**src/rtl/shared_mem_rr_arbiter.sv**
```systemverilog
// Round-robin arbiter and sequencer for one shared BRAM port serving NUM_CORES cores.
// Optional bus-lock FSM for atomic read-modify-write: define SHMEM_ARB_LOCK_EN.
module shared_mem_rr_arbiter #(
  parameter int NUM_CORES = 4,
  parameter int ADDR_W    = 15,
  parameter int DATA_W    = 32,
  parameter int RD_LAT    = 2
) (
  input  logic                        clk,
  input  logic                        rst,
  input  logic [NUM_CORES-1:0]        req_i,
  input  logic [NUM_CORES-1:0]        we_i,
  input  logic [NUM_CORES-1:0]        lock_i,
  input  logic [NUM_CORES*ADDR_W-1:0] addr_i,
  input  logic [NUM_CORES*DATA_W-1:0] wdata_i,
  output logic [NUM_CORES-1:0]        wait_o,
  output logic [NUM_CORES-1:0]        rvalid_o,
  output logic [DATA_W-1:0]           rdata_o,
  output logic                        mem_en_o,
  output logic                        mem_we_o,
  output logic [ADDR_W-1:0]           mem_addr_o,
  output logic [DATA_W-1:0]           mem_wdata_o,
  input  logic [DATA_W-1:0]           mem_rdata_i
);

  localparam int CID_W = (NUM_CORES > 1) ? $clog2(NUM_CORES) : 1;
  localparam int NSTG  = RD_LAT + 1;
  localparam logic [CID_W:0] NUM_CORES_W = (CID_W+1)'(NUM_CORES);
  localparam logic [CID_W-1:0] LAST_ID   = CID_W'(NUM_CORES - 1);

  logic [ADDR_W-1:0] addr_arr  [NUM_CORES];
  logic [DATA_W-1:0] wdata_arr [NUM_CORES];

  generate
    for (genvar gi = 0; gi < NUM_CORES; gi++) begin : g_unpack
      assign addr_arr[gi]  = addr_i[gi*ADDR_W +: ADDR_W];
      assign wdata_arr[gi] = wdata_i[gi*DATA_W +: DATA_W];
    end
  endgenerate

  logic [CID_W-1:0]     ptr_reg;
  logic [CID_W-1:0]     ptr_next;
  logic                 ptr_update;
  logic [NUM_CORES-1:0] eligible;
  logic [NUM_CORES-1:0] gnt;
  logic                 gnt_valid;
  logic [CID_W-1:0]     gnt_id;
  logic [2*NUM_CORES-1:0] dbl;
  logic [NUM_CORES-1:0] rot;
  logic [CID_W-1:0]     offset;
  logic [CID_W:0]       sum;

  // Rotate the eligible vector so ptr sits at bit 0; the lowest set bit is the winner.
  always_comb begin
    dbl       = {eligible, eligible} >> ptr_reg;
    rot       = dbl[NUM_CORES-1:0];
    gnt_valid = 1'b0;
    offset    = '0;
    for (int i = NUM_CORES-1; i >= 0; i--) begin
      if (rot[i]) begin
        gnt_valid = 1'b1;
        offset    = CID_W'(i);
      end
    end
    sum    = {1'b0, ptr_reg} + {1'b0, offset};
    gnt_id = (sum >= NUM_CORES_W) ? CID_W'(sum - NUM_CORES_W) : CID_W'(sum);
    gnt    = '0;
    if (gnt_valid) gnt[gnt_id] = 1'b1;
    ptr_next = (gnt_id == LAST_ID) ? '0 : gnt_id + CID_W'(1);
  end

  assign wait_o = req_i & ~gnt;

`ifdef SHMEM_ARB_LOCK_EN
  typedef enum logic {ARB, LOCKED} state_t;

  state_t               state_reg;
  logic [CID_W-1:0]     owner_reg;
  logic [NUM_CORES-1:0] owner_mask;

  always_comb begin
    owner_mask            = '0;
    owner_mask[owner_reg] = 1'b1;
    eligible              = (state_reg == LOCKED) ? (req_i & owner_mask) : req_i;
    // ptr stays frozen for locked grants; the releasing grant moves it past the owner.
    ptr_update = gnt_valid & ~((state_reg == LOCKED) & lock_i[gnt_id]);
  end

  always_ff @(posedge clk or posedge rst) begin
    if (rst) begin
      state_reg <= ARB;
      owner_reg <= '0;
    end else begin
      case (state_reg)
        ARB: begin
          if (gnt_valid && lock_i[gnt_id]) begin
            state_reg <= LOCKED;
            owner_reg <= gnt_id;
          end
        end
        LOCKED: begin
          if (gnt_valid && !lock_i[gnt_id]) state_reg <= ARB;
        end
        default: state_reg <= ARB;
      endcase
    end
  end
`else
  logic unused_lock;
  assign unused_lock = ^lock_i;
  assign eligible    = req_i;
  assign ptr_update  = gnt_valid;
`endif

  logic              mem_en_reg;
  logic              mem_we_reg;
  logic [ADDR_W-1:0] mem_addr_reg;
  logic [DATA_W-1:0] mem_wdata_reg;

  always_ff @(posedge clk or posedge rst) begin
    if (rst) begin
      ptr_reg       <= '0;
      mem_en_reg    <= 1'b0;
      mem_we_reg    <= 1'b0;
      mem_addr_reg  <= '0;
      mem_wdata_reg <= '0;
    end else begin
      mem_en_reg <= gnt_valid;
      mem_we_reg <= gnt_valid & we_i[gnt_id];
      if (gnt_valid) begin
        mem_addr_reg  <= addr_arr[gnt_id];
        mem_wdata_reg <= wdata_arr[gnt_id];
      end
      if (ptr_update) ptr_reg <= ptr_next;
    end
  end

  assign mem_en_o    = mem_en_reg;
  assign mem_we_o    = mem_we_reg;
  assign mem_addr_o  = mem_addr_reg;
  assign mem_wdata_o = mem_wdata_reg;

  // Tag pipeline: stage 0 lines up with mem_en_o, stage RD_LAT with mem_rdata_i.
  logic             tag_vld_reg [NSTG];
  logic [CID_W-1:0] tag_id_reg  [NSTG];

  always_ff @(posedge clk or posedge rst) begin
    if (rst) begin
      tag_vld_reg[0] <= 1'b0;
      tag_id_reg[0]  <= '0;
    end else begin
      tag_vld_reg[0] <= gnt_valid & ~we_i[gnt_id];
      tag_id_reg[0]  <= gnt_id;
    end
  end

  generate
    for (genvar gi = 1; gi < NSTG; gi++) begin : g_tag
      always_ff @(posedge clk or posedge rst) begin
        if (rst) begin
          tag_vld_reg[gi] <= 1'b0;
          tag_id_reg[gi]  <= '0;
        end else begin
          tag_vld_reg[gi] <= tag_vld_reg[gi-1];
          tag_id_reg[gi]  <= tag_id_reg[gi-1];
        end
      end
    end

    for (genvar gi = 0; gi < NUM_CORES; gi++) begin : g_rvalid
      assign rvalid_o[gi] = tag_vld_reg[RD_LAT] && (tag_id_reg[RD_LAT] == CID_W'(gi));
    end
  endgenerate

  // Read data is forced to zero outside a valid return so reset and idle cycles read 0.
  assign rdata_o = tag_vld_reg[RD_LAT] ? mem_rdata_i : '0;

endmodule

```
**config.mk**
```make
export PLATFORM = sky130hd
export DESIGN_NAME = shared_mem_rr_arbiter
export DESIGN_NICKNAME = d
export VERILOG_FILES = /design/src/rtl/shared_mem_rr_arbiter.sv
export SDC_FILE = /design/constraint.sdc
export NUM_CORES = 1
export LEC_CHECK = 0
export BUFFER_PORTS_ARGS = -buffer_cell sky130_fd_sc_hd__buf_4
export CORE_ASPECT_RATIO = 1.1
export CORE_MARGIN = 10
export CORE_UTILIZATION = 45
export DETAILED_ROUTE_END_ITERATION = 10
export GPL_TIMING_DRIVEN = 0
export HOLD_SLACK_MARGIN = 0.08
export PLACE_DENSITY = 0.91
export SYNTH_ARGS = -nofsm -noshare
export SYNTH_HDL_FRONTEND = slang
export SYNTH_SLANG_ARGS = --single-unit
```
**constraint.sdc**
```tcl
create_clock -name clk -period 3.3 [get_ports clk]
set_input_delay 0.66 -clock clk [delete_from_list [all_inputs] [get_ports clk]]
set_output_delay 0.66 -clock clk [all_outputs]
set_load 0.1 [all_outputs]
```
---- Yosys cells after proc, flatten, opt, wreduce, memory -nomap -nowiden ----
Cells that the tools add are included.
storage, ports and cells
  input bits .............................. 234
  register bits ........................... 60
operators by class
  shift operators ......................... 1
  add/subtract/negate cells ............... 3
  multiplexer cells ....................... 22
  reductions and logical operators ........ 6
  eq/ne operators ......................... 4
  magnitude comparators ................... 4
  bitwise logic cells ..................... 6
operators by type and width
  cell                   count
  $mux W32               3
  $bmux W32 S2           1
  $bmux W15 S2           1
  $mux W15               2
  $mux W2                6
  $shr A8 B2 Y4          1
  $eq A2 B2 Y1 const B   3
  $ge A3 B3 Y1 const B   2
  $mux W1                6
  $logic_and A1 B1 Y1    5
  $and A4 B4 Y4          1
  $mux W4                1
  $not A4 Y4             1
  $add A2 B2 Y3          1
  $lt A2 B3 Y1 const B   1
  $not A2 Y3             1
  $add A2 B1 Y2 const B  1
  $and A1 B1 Y1          2
  $bmux W1 S2            1
  $demux W1 S2           1
  $eq A2 B1 Y1 const B   1
  $ge A2 B1 Y1 const B   1
  $logic_not A2 Y1       1
  $sub A2 B1 Y2 const B  1
  $not A1 Y1             1

---- Longest topological paths before layout ----
Gate-level depths: netlist (run 1).
  word-level depth ........................ 15
  depth in mapped cells ................... 13
  mapped depth without buffers ............ 10

---- Worst setup path before layout (run 1) ----
OpenSTA, ideal clock, no wires.
  path type ............................... input-to-output
  start ................................... input port req_i[0]
  end ..................................... output port wait_o[2]
  arrival time ............................ 3.743 ns
  path slack .............................. -1.103 ns
  stages .................................. 10
  cells stage by stage .................... buf_4 > and3_1 > o21ai_0 > o211ai_1 > ha_1 > buf_2 > buf_1 > inv_1 > ha_1 > nor2b_1
between the ends
  word-level cells in the longest chain between the ends .. 15
  elaborated cells between the ends (all ways) .. 21
  classes of those cells .................. add/sub: 2; order compare: 3; shift: 1; mux: 12; bitwise: 2; reduce/logical: 1
RTL lines
  element                                                             RTL line  RTL
  start, declared                                                     11        input logic [NUM_CORES-1:0] req_i,
  $shr A8 B2 Y4 *                                                     55        dbl = {eligible, eligible} >> ptr_reg;
  $mux W2 (3 in a row)                                                60        if (rot[i]) begin
  $mux W2 *                                                           60
  $add A2 B2 Y3 *                                                     65        sum = {1'b0, ptr_reg} + {1'b0, offset};
  $ge A3 B3 Y1 or $sub A2 B1 Y2 (tied branches)                       66        gnt_id = (sum >= NUM_CORES_W) ? CID_W'(sum - NUM_CORES_W) : CID_W'(sum);
  $mux W2 *                                                           66
  net gnt_id[0]                                                       47        logic [CID_W-1:0] gnt_id;
  $lt A2 B3 Y1 (implied by the code) or $ge A2 B1 Y1 (tied branches)  68        if (gnt_valid) gnt[gnt_id] = 1'b1;
  $logic_and A1 B1 Y1 (implied by the code)                           68
  $mux W1 (implied by the code)                                       68
  $demux W1 S2 *                                                      68
  $mux W4 *                                                           68
  $not A4 Y4 *                                                        72        assign wait_o = req_i & ~gnt;
  $and A4 B4 Y4 *                                                     72
  end, declared                                                       16        output logic [NUM_CORES-1:0] wait_o,
Mark *: on every way through the listed nets, which the timed path passes. The rest lies on a longest branch.

---- Worst setup path in the final report (run 1) ----
  start ................................... register ptr_reg[0]
  end ..................................... output port wait_o[3]
between the ends
  word-level cells in the longest chain between the ends .. 15
  elaborated cells between the ends (all ways) .. 21
  classes of those cells .................. add/sub: 2; order compare: 3; shift: 1; mux: 12; bitwise: 2; reduce/logical: 1
RTL lines
  element                                                             RTL line  RTL
  start, declared                                                     41        logic [CID_W-1:0] ptr_reg;
  start signal, assigned                                              134       if (ptr_update) ptr_reg <= ptr_next;
  $shr A8 B2 Y4                                                       55
  $mux W2 (4 in a row)                                                60
  $add A2 B2 Y3                                                       65
  $ge A3 B3 Y1 or $sub A2 B1 Y2 (tied branches)                       66
  $mux W2                                                             66
  $lt A2 B3 Y1 (implied by the code) or $ge A2 B1 Y1 (tied branches)  68
  $logic_and A1 B1 Y1 (implied by the code)                           68
  $mux W1 (implied by the code)                                       68
  $demux W1 S2                                                        68
  $mux W4 *                                                           68
  $not A4 Y4 *                                                        72
  $and A4 B4 Y4 *                                                     72
Mark *: on every way between the ends. The rest lies on a longest branch, timed or not.

==> results.cfg, run 1 <==
[yosys]
synth.largest_area_cell = mux2i_1
synthFlopType = dfrtp_1
synth_cell_types = 40
netlist_instances = 678
synthArstFlopShare = 1.000
synth.avg_cell_area_um2 = 8.229
synthTopCellsByArea = mux2i_1 (34%), dfrtp_1 (27%), nand2_1 (13%)
synth_top_area_share = 0.3355
syn-cell-area_um2 = 5579
syn_nets = 915
synth_seq_cells = 60
synth.yosys.seq_area_share = 0.2691
synth_edf_count = 0
ys_warn_count = 0

[clock_tree]
cts_tree = yes
path_clk_slew_ns = 0.05
numCtsBuffers = 9
root_buffer = clkbuf_16
htreeDepth = 3
clockBufferDepth = 2
cts.sinks = 60
insertion_delay_ns = 0.33
cts_hold_buf = 0

[worst_setup_path]
path_class = reg2out
rrSetupSlack_ns = 0.20
critical_path_arrival_ns = 2.57
crit_path_max_fanout = 10
cp-end-kind = output pin
reg2regPathDepth = 11
r2r-end = mem_wdata_o[20]$_DFFE_PP0P_
reg2reg_from = ptr_reg[0]$_DFFE_PP0P_
crit_required_ns = 2.64
startpoint_type = flop

[sta]
maxSlewViolCount = 0
finalHoldWorstSlack_ns = 0.3471
layout_min_cycle_time_ns = 3.228
finalCritPeriodShare = 0.9782
clock_skew_ns = 0.005019
tightestPinTransition_ns = 0.8520
hold_viol = 0
final-setup-viol-count = 0
slew_headroom = 0.4320
max_freq_ghz = 0.3098

[drt]
via_count = 6277
drc = 0
drt_iter0_drc = 396
wl_um = 23300
avgRoutedWirePerCell_um = 19.93
viasPerCell = 5.370
drt_pass1_iterations = 5
ant_nets = 0

[global_routing]
grt_max_degree = 39
antenna_found_initial = 2
track_usage = 0.2532
grt_pass1_vias = 6552
grt_remaining_overflow = 0
grt_pass1_wl_um = 35130

[final_layout]
synthToLayoutAreaGrowth_pct = 54.79
fill_cells = 931
final_cell_area_um2 = 8636
drive_above_1_share = 0.4018
largest_reg_flops = 32
final_nets = 1245

[die]
die_y_um = 136.8
io_pins = 323
dieArea_um2 = 17260
coreArea_um2 = 12090
rows = 42
start_util = 0.4616
die_w_um = 126.2

[place]
dpl_cell_area_um2 = 8188
dp_hpwl_um = 18690
numPortBuffers = 315
globalplace.congestion = 0.9291

[worst_hold_path]
hp-start = tag_id_reg[5]$_DFF_PP0_
holdPathEnd = tag_id_reg[3]$_DFF_PP0_
whs_path_depth = 0
hold_path.class = reg2reg

[flow_run]
cap_violations = 0

[outcome]
status = finished, final reports clean
## placed cells by master, fill, tap and decap left out, types with 2 or more instances in the layout
cell	n
buf_12	5
buf_4	319
clkbuf_4	3
nor4_4	2
inv_1	3
mux2_2	2
buf_8	2
nand2b_1	3
clkbuf_1	18
buf_2	9
ha_2	3
and3_1	2
clkbuf_8	2
nor3_2	17
clkinv_2	2
nor2_2	2
diode_2	2
a21oi_1	2
buf_6	17
nand2_1	194
nor3_1	32
nor2b_1	2
a211oi_1	2
nor2_1	56
mux2i_1	187
and2_1	32
dfrtp_1	60
clkbuf_16	9
## routing by layer
metal | vias to the layer above | global-route usage | routed length, µm | part of all wire
met5 | - | 0 | 0 | 0
met4 | 0 | 0.1070 | 889 | 0.038
met3 | 62 | 0.08050 | 1992 | 0.085
met2 | 349 | 0.4570 | 11920 | 0.51
met1 | 2927 | 0.2664 | 8497 | 0.36
li1 | 2939 | - | - | -
## worst max-delay path, stage by stage (launching register included)
cell and delay [ns]:
dfrtp_1 0.40, buf_6 0.16, nor3_1 0.24, o21ai_0 0.13, o211ai_1 0.11, ha_2 0.27, xor2_4 0.25, xnor2_2 0.19
ha_2 0.27, nor2_4 0.05, buf_12 0.16
## synth_stat cells (all sizes together), types with 4 or more instances
library cell and n:
nand2 194, mux2i 187, dfrtp 60, nor2 59
nor3 50, buf 35, and2 32, clkbuf 20
inv 4
## logic make-up after synthesis
group	Yosys count	share of synthesized area
fa+ha+maj	3	0.006729
simple gates	349	0.2859
xor+xnor	4	0.01099
compound gates	13	0.01660
buf+inv	60	0.07109
flops	60	0.2691
mux	189	0.3395
## per-stage QoR
step / cells / setup TNS, ns / util / setup slack, ns
2_1_floorplan: 678 / -0.07470 / - / -0.04030
3_3_place_gp: 1147 / -3.352 / 0.6758 / -0.2797
3_5_place_dp: 1148 / -4.195 / 0.6774 / -0.2898
4_1_cts: 1166 / 0 / 0.7082 / 0.05204
5_1_grt: 1168 / -0.0001492 / 0.7143 / -0.0001492
6_report: 1169 / 0 / 0.7145 / 0.07181
## cell type report
| class | count | area [µm²] | area share |
|---|---|---|---|
| multi-input combinational | 558 | 3757 | 0.4351 |
| timing repair buffer | 320 | 2460 | 0.2848 |
| sequential | 60 | 1501 | 0.1739 |
| buffer | 54 | 396.6 | 0.04593 |
| clock buffer | 12 | 256.5 | 0.02970 |
| tap | 154 | 192.7 | 0.02231 |
| clock inverter | 4 | 47.55 | 0.005506 |
| inverter | 5 | 18.77 | 0.002173 |
| antenna | 2 | 5.005 | 0.0005795 |
## repair_timing
item                       CTS  global route
setup endpoints to repair    4            15
pin swaps                    0             4
buffers inserted             3             1
gates resized for setup      9            17
## worst max path at each step
stage | end | cells past startpoint | slack (ns) | startpoint
after global routing | wait_o[2] | 11 | -0.0001 | req_i[3]
after floorplan | wait_o[2] | 10 | -0.04 | req_i[0]
after global placement | wait_o[2] | 12 | -0.28 | req_i[3]
final | wait_o[3] | 10 | 0.07 | ptr_reg[0]$_DFFE_PP0P_
after CTS | wait_o[2] | 10 | 0.05 | ptr_reg[0]$_DFFE_PP0P_
after detailed placement | wait_o[2] | 12 | -0.29 | req_i[3]
Power of run 1 is not shown: default switching activity piles up to over one toggle a cycle in this logic, so the estimate is an artifact.
==> run 2: changes to the inputs <==
--- a/config.mk
+++ b/config.mk
@@ -5,7 +5,7 @@
 export SDC_FILE = /design/constraint.sdc
 export NUM_CORES = 1
 export LEC_CHECK = 0
-export BUFFER_PORTS_ARGS = -buffer_cell sky130_fd_sc_hd__buf_4
+export BUFFER_PORTS_ARGS = -buffer_cell sky130_fd_sc_hd__clkbuf_2
 export CORE_ASPECT_RATIO = 1.1
 export CORE_MARGIN = 10
 export CORE_UTILIZATION = 45
==> constraint.sdc (replaced) <==
create_clock -name clk -period 3.3 [get_ports clk]
set_input_delay 0.66 -clock clk [delete_from_list [all_inputs] [get_ports clk]]
set_output_delay 0.66 -clock clk [all_outputs]
set_load 0.05 [all_outputs]
==> run 2 against run 1 <==
Routed wire length shrank 5.8%. Sequential share of layout area grew 1.6 points. Via count shrank 0.97%. Clock skew grew 0.00081 ns. Critical endpoint is now wait_o[2]. Critical path depth grew 2. Worst hold slack gained 0.0011 ns. Clock-buffer cell count grew 1. First-iteration DRC count grew 2.8%. Utilization shrank 6.2 points. Highest routed layer unchanged.
==> results.cfg, run 2 (same netlist as run 1, synthesis figures left out) <==
[place]
globalplace.congestion = 0.9293
numPortBuffers = 315
dp_hpwl_um = 18020
place_inst = 1148
dpl_cell_area_um2 = 7378

[drt]
ant_nets = 0
drt_pass1_iterations = 5
avgRoutedWirePerCell_um = 18.64
wl_met1_um = 8009
wl_met3_um = 1748
drt_iter0_drc = 407
dr_wl_met2_um = 11380
via_count = 6216
top_layer = met4
viasPerCell = 5.277
wl_um = 21950
drc = 0

[final_layout]
layout_commonest_cell = clkbuf_2
drive_above_1_share = 0.4008
fill_cells = 996
final_util = 0.6528
final_nets = 1250
final_cell_area_um2 = 7890
synthToLayoutAreaGrowth_pct = 41.42
fin_cells = 1178
largest_reg_flops = 32
layout.cells.most_common_list = clkbuf_2 (310), nand2_1 (194), mux2i_1 (187)

[sta]
finalCritPeriodShare = 0.9756
slew_headroom = 0.4016
grt_setup_unrepaired = no
final-setup-viol-count = 0
tightestPinTransition_ns = 0.8976
max_freq_ghz = 0.3106
hold_viol = 0
clock_skew_ns = 0.005832
maxSlewViolCount = 0
layout_min_cycle_time_ns = 3.219

[worst_setup_path]
path_class = in2out
crit_required_ns = 2.64
critical_path_arrival_ns = 2.56
crit_path_max_fanout = 10
reg2regPathDepth = 12
cp.depth = 12
critPathTopFamily = buffers and inverters
critPathBufInv = 6
cpPeakStageDelay_ns = 0.40
cp-end-kind = output pin
critPathSlowestCell = ha_2
startpoint_type = primary input
cp_cell_sequence = buf_2 > inv_1 > and3_1 > o21ai_1 > o211ai_1 > ha_2 > buf_12 > buf_12 > inv_1 > ha_1 > nor2b_4 > clkbuf_8

[clock_tree]
root_buffer = clkbuf_16
htreeDepth = 3
cts.sinks = 60
clockBufferDepth = 2
cts_tree = yes
insertion_delay_ns = 0.33
numCtsBuffers = 9
path_clk_slew_ns = 0.05

[worst_hold_path]
hold_path.class = reg2reg
whs_path_depth = 0

[die]
rows = 42
die_y_um = 136.8
start_util = 0.4616
coreArea_um2 = 12090
io_pins = 323
die_w_um = 126.2
dieArea_um2 = 17260

[power]
irDropWorstVdd_uv = 735.1
leakagePower_nw = 4.609
power.density_nw_per_um2 = 1371

[global_routing]
grt_pass1_vias = 6521
grt_remaining_overflow = 0
antenna_found_initial = 6
track_usage = 0.2371
grt_pass1_wl_um = 32970
grt_max_degree = 32

[outcome]
status = finished, final reports clean

[flow_run]
cap_violations = 0
-- run 2: per-stage QoR --
stage	power, mW	hold WS [ns]	setup TNS, ns	worst slack (ns)
3_5_place_dp	9.408	0.3397	-11.95	-0.8128
5_1_grt	11.53	0.3540	0	0.006170
4_1_cts	10.68	0.3528	0	0.002959
6_report	10.82	0.3483	0	0.08064
2_1_floorplan	7.610	0.3312	-0.09132	-0.09132
3_3_place_gp	9.191	0.3327	-8.172	-0.7247
-- run 2: per-layer routing --
metal  global-route usage  up-vias
met4               0.1247        0
met1               0.2484     2861
met2               0.4287      345
met5                    0        -
met3              0.06115       53
li1                     -     2957
-- run 2: layout make-up --
| class | count | area, µm² | share of cell area |
|---|---|---|---|
| diodes | 6 | 15.01 | 0.001903 |
| plain buffers | 54 | 400.4 | 0.05075 |
| clock buffers | 13 | 270.3 | 0.03425 |
| clock inverters | 3 | 67.56 | 0.008563 |
| inverters | 5 | 18.77 | 0.002379 |
| multi-input cells | 558 | 3726 | 0.4722 |
| flip-flops and latches | 60 | 1501 | 0.1903 |
| well taps | 154 | 192.7 | 0.02442 |
| repair buffers | 325 | 1698 | 0.2152 |
-- run 2: path summary, 6_finish.rpt --
path                                               from                     endpoint  slack, ns
min in group asynchronous                           rst    mem_addr_o[9]$_DFFE_PP0P_       0.43
worst max-delay path                           req_i[3]                    wait_o[2]       0.08
worst min register to register  tag_id_reg[3]$_DFF_PP0_      tag_id_reg[1]$_DFF_PP0_       0.35
max in group asynchronous                           rst     tag_vld_reg[2]$_DFF_PP0_       2.25
worst max register to register   ptr_reg[0]$_DFFE_PP0P_  mem_wdata_o[28]$_DFFE_PP0P_       0.22
worst min-delay path            tag_id_reg[3]$_DFF_PP0_      tag_id_reg[1]$_DFF_PP0_       0.35
-- run 2: timing repair --
| item | in CTS | in global routing |
|---|---|---|
| setup endpoints to repair | 5 | 5 |
| gates resized for setup | 13 | 14 |
| pin swaps | 1 | 2 |
| hold buffers | 0 | 0 |
| buffers inserted | 3 | 6 |
-- run 2: worst register-to-register path, delay by kind of cell, from the launching register on --
family / cells / cell delay, ns
buffers and inverters: 4 / 1.03
multiplexers: 2 / 0.58
flip-flops: 1 / 0.40
adder cells (fa/ha/maj): 1 / 0.40
AND/OR/NAND/NOR: 3 / 0.31
AO/OA/AOI/OAI: 2 / 0.24
-- run 2: power by group --
group | switching (mW) | leakage, nW | internal, mW | total, mW
clock network | 0.353 | 0.162 | 0.724 | 1.08
registers | 0.202 | 0.681 | 1.16 | 1.36
logic | 5.28 | 3.77 | 3.10 | 8.38
total | 5.83 | 4.61 | 4.98 | 10.8
Note: power is estimated with default switching activity, not from simulation.
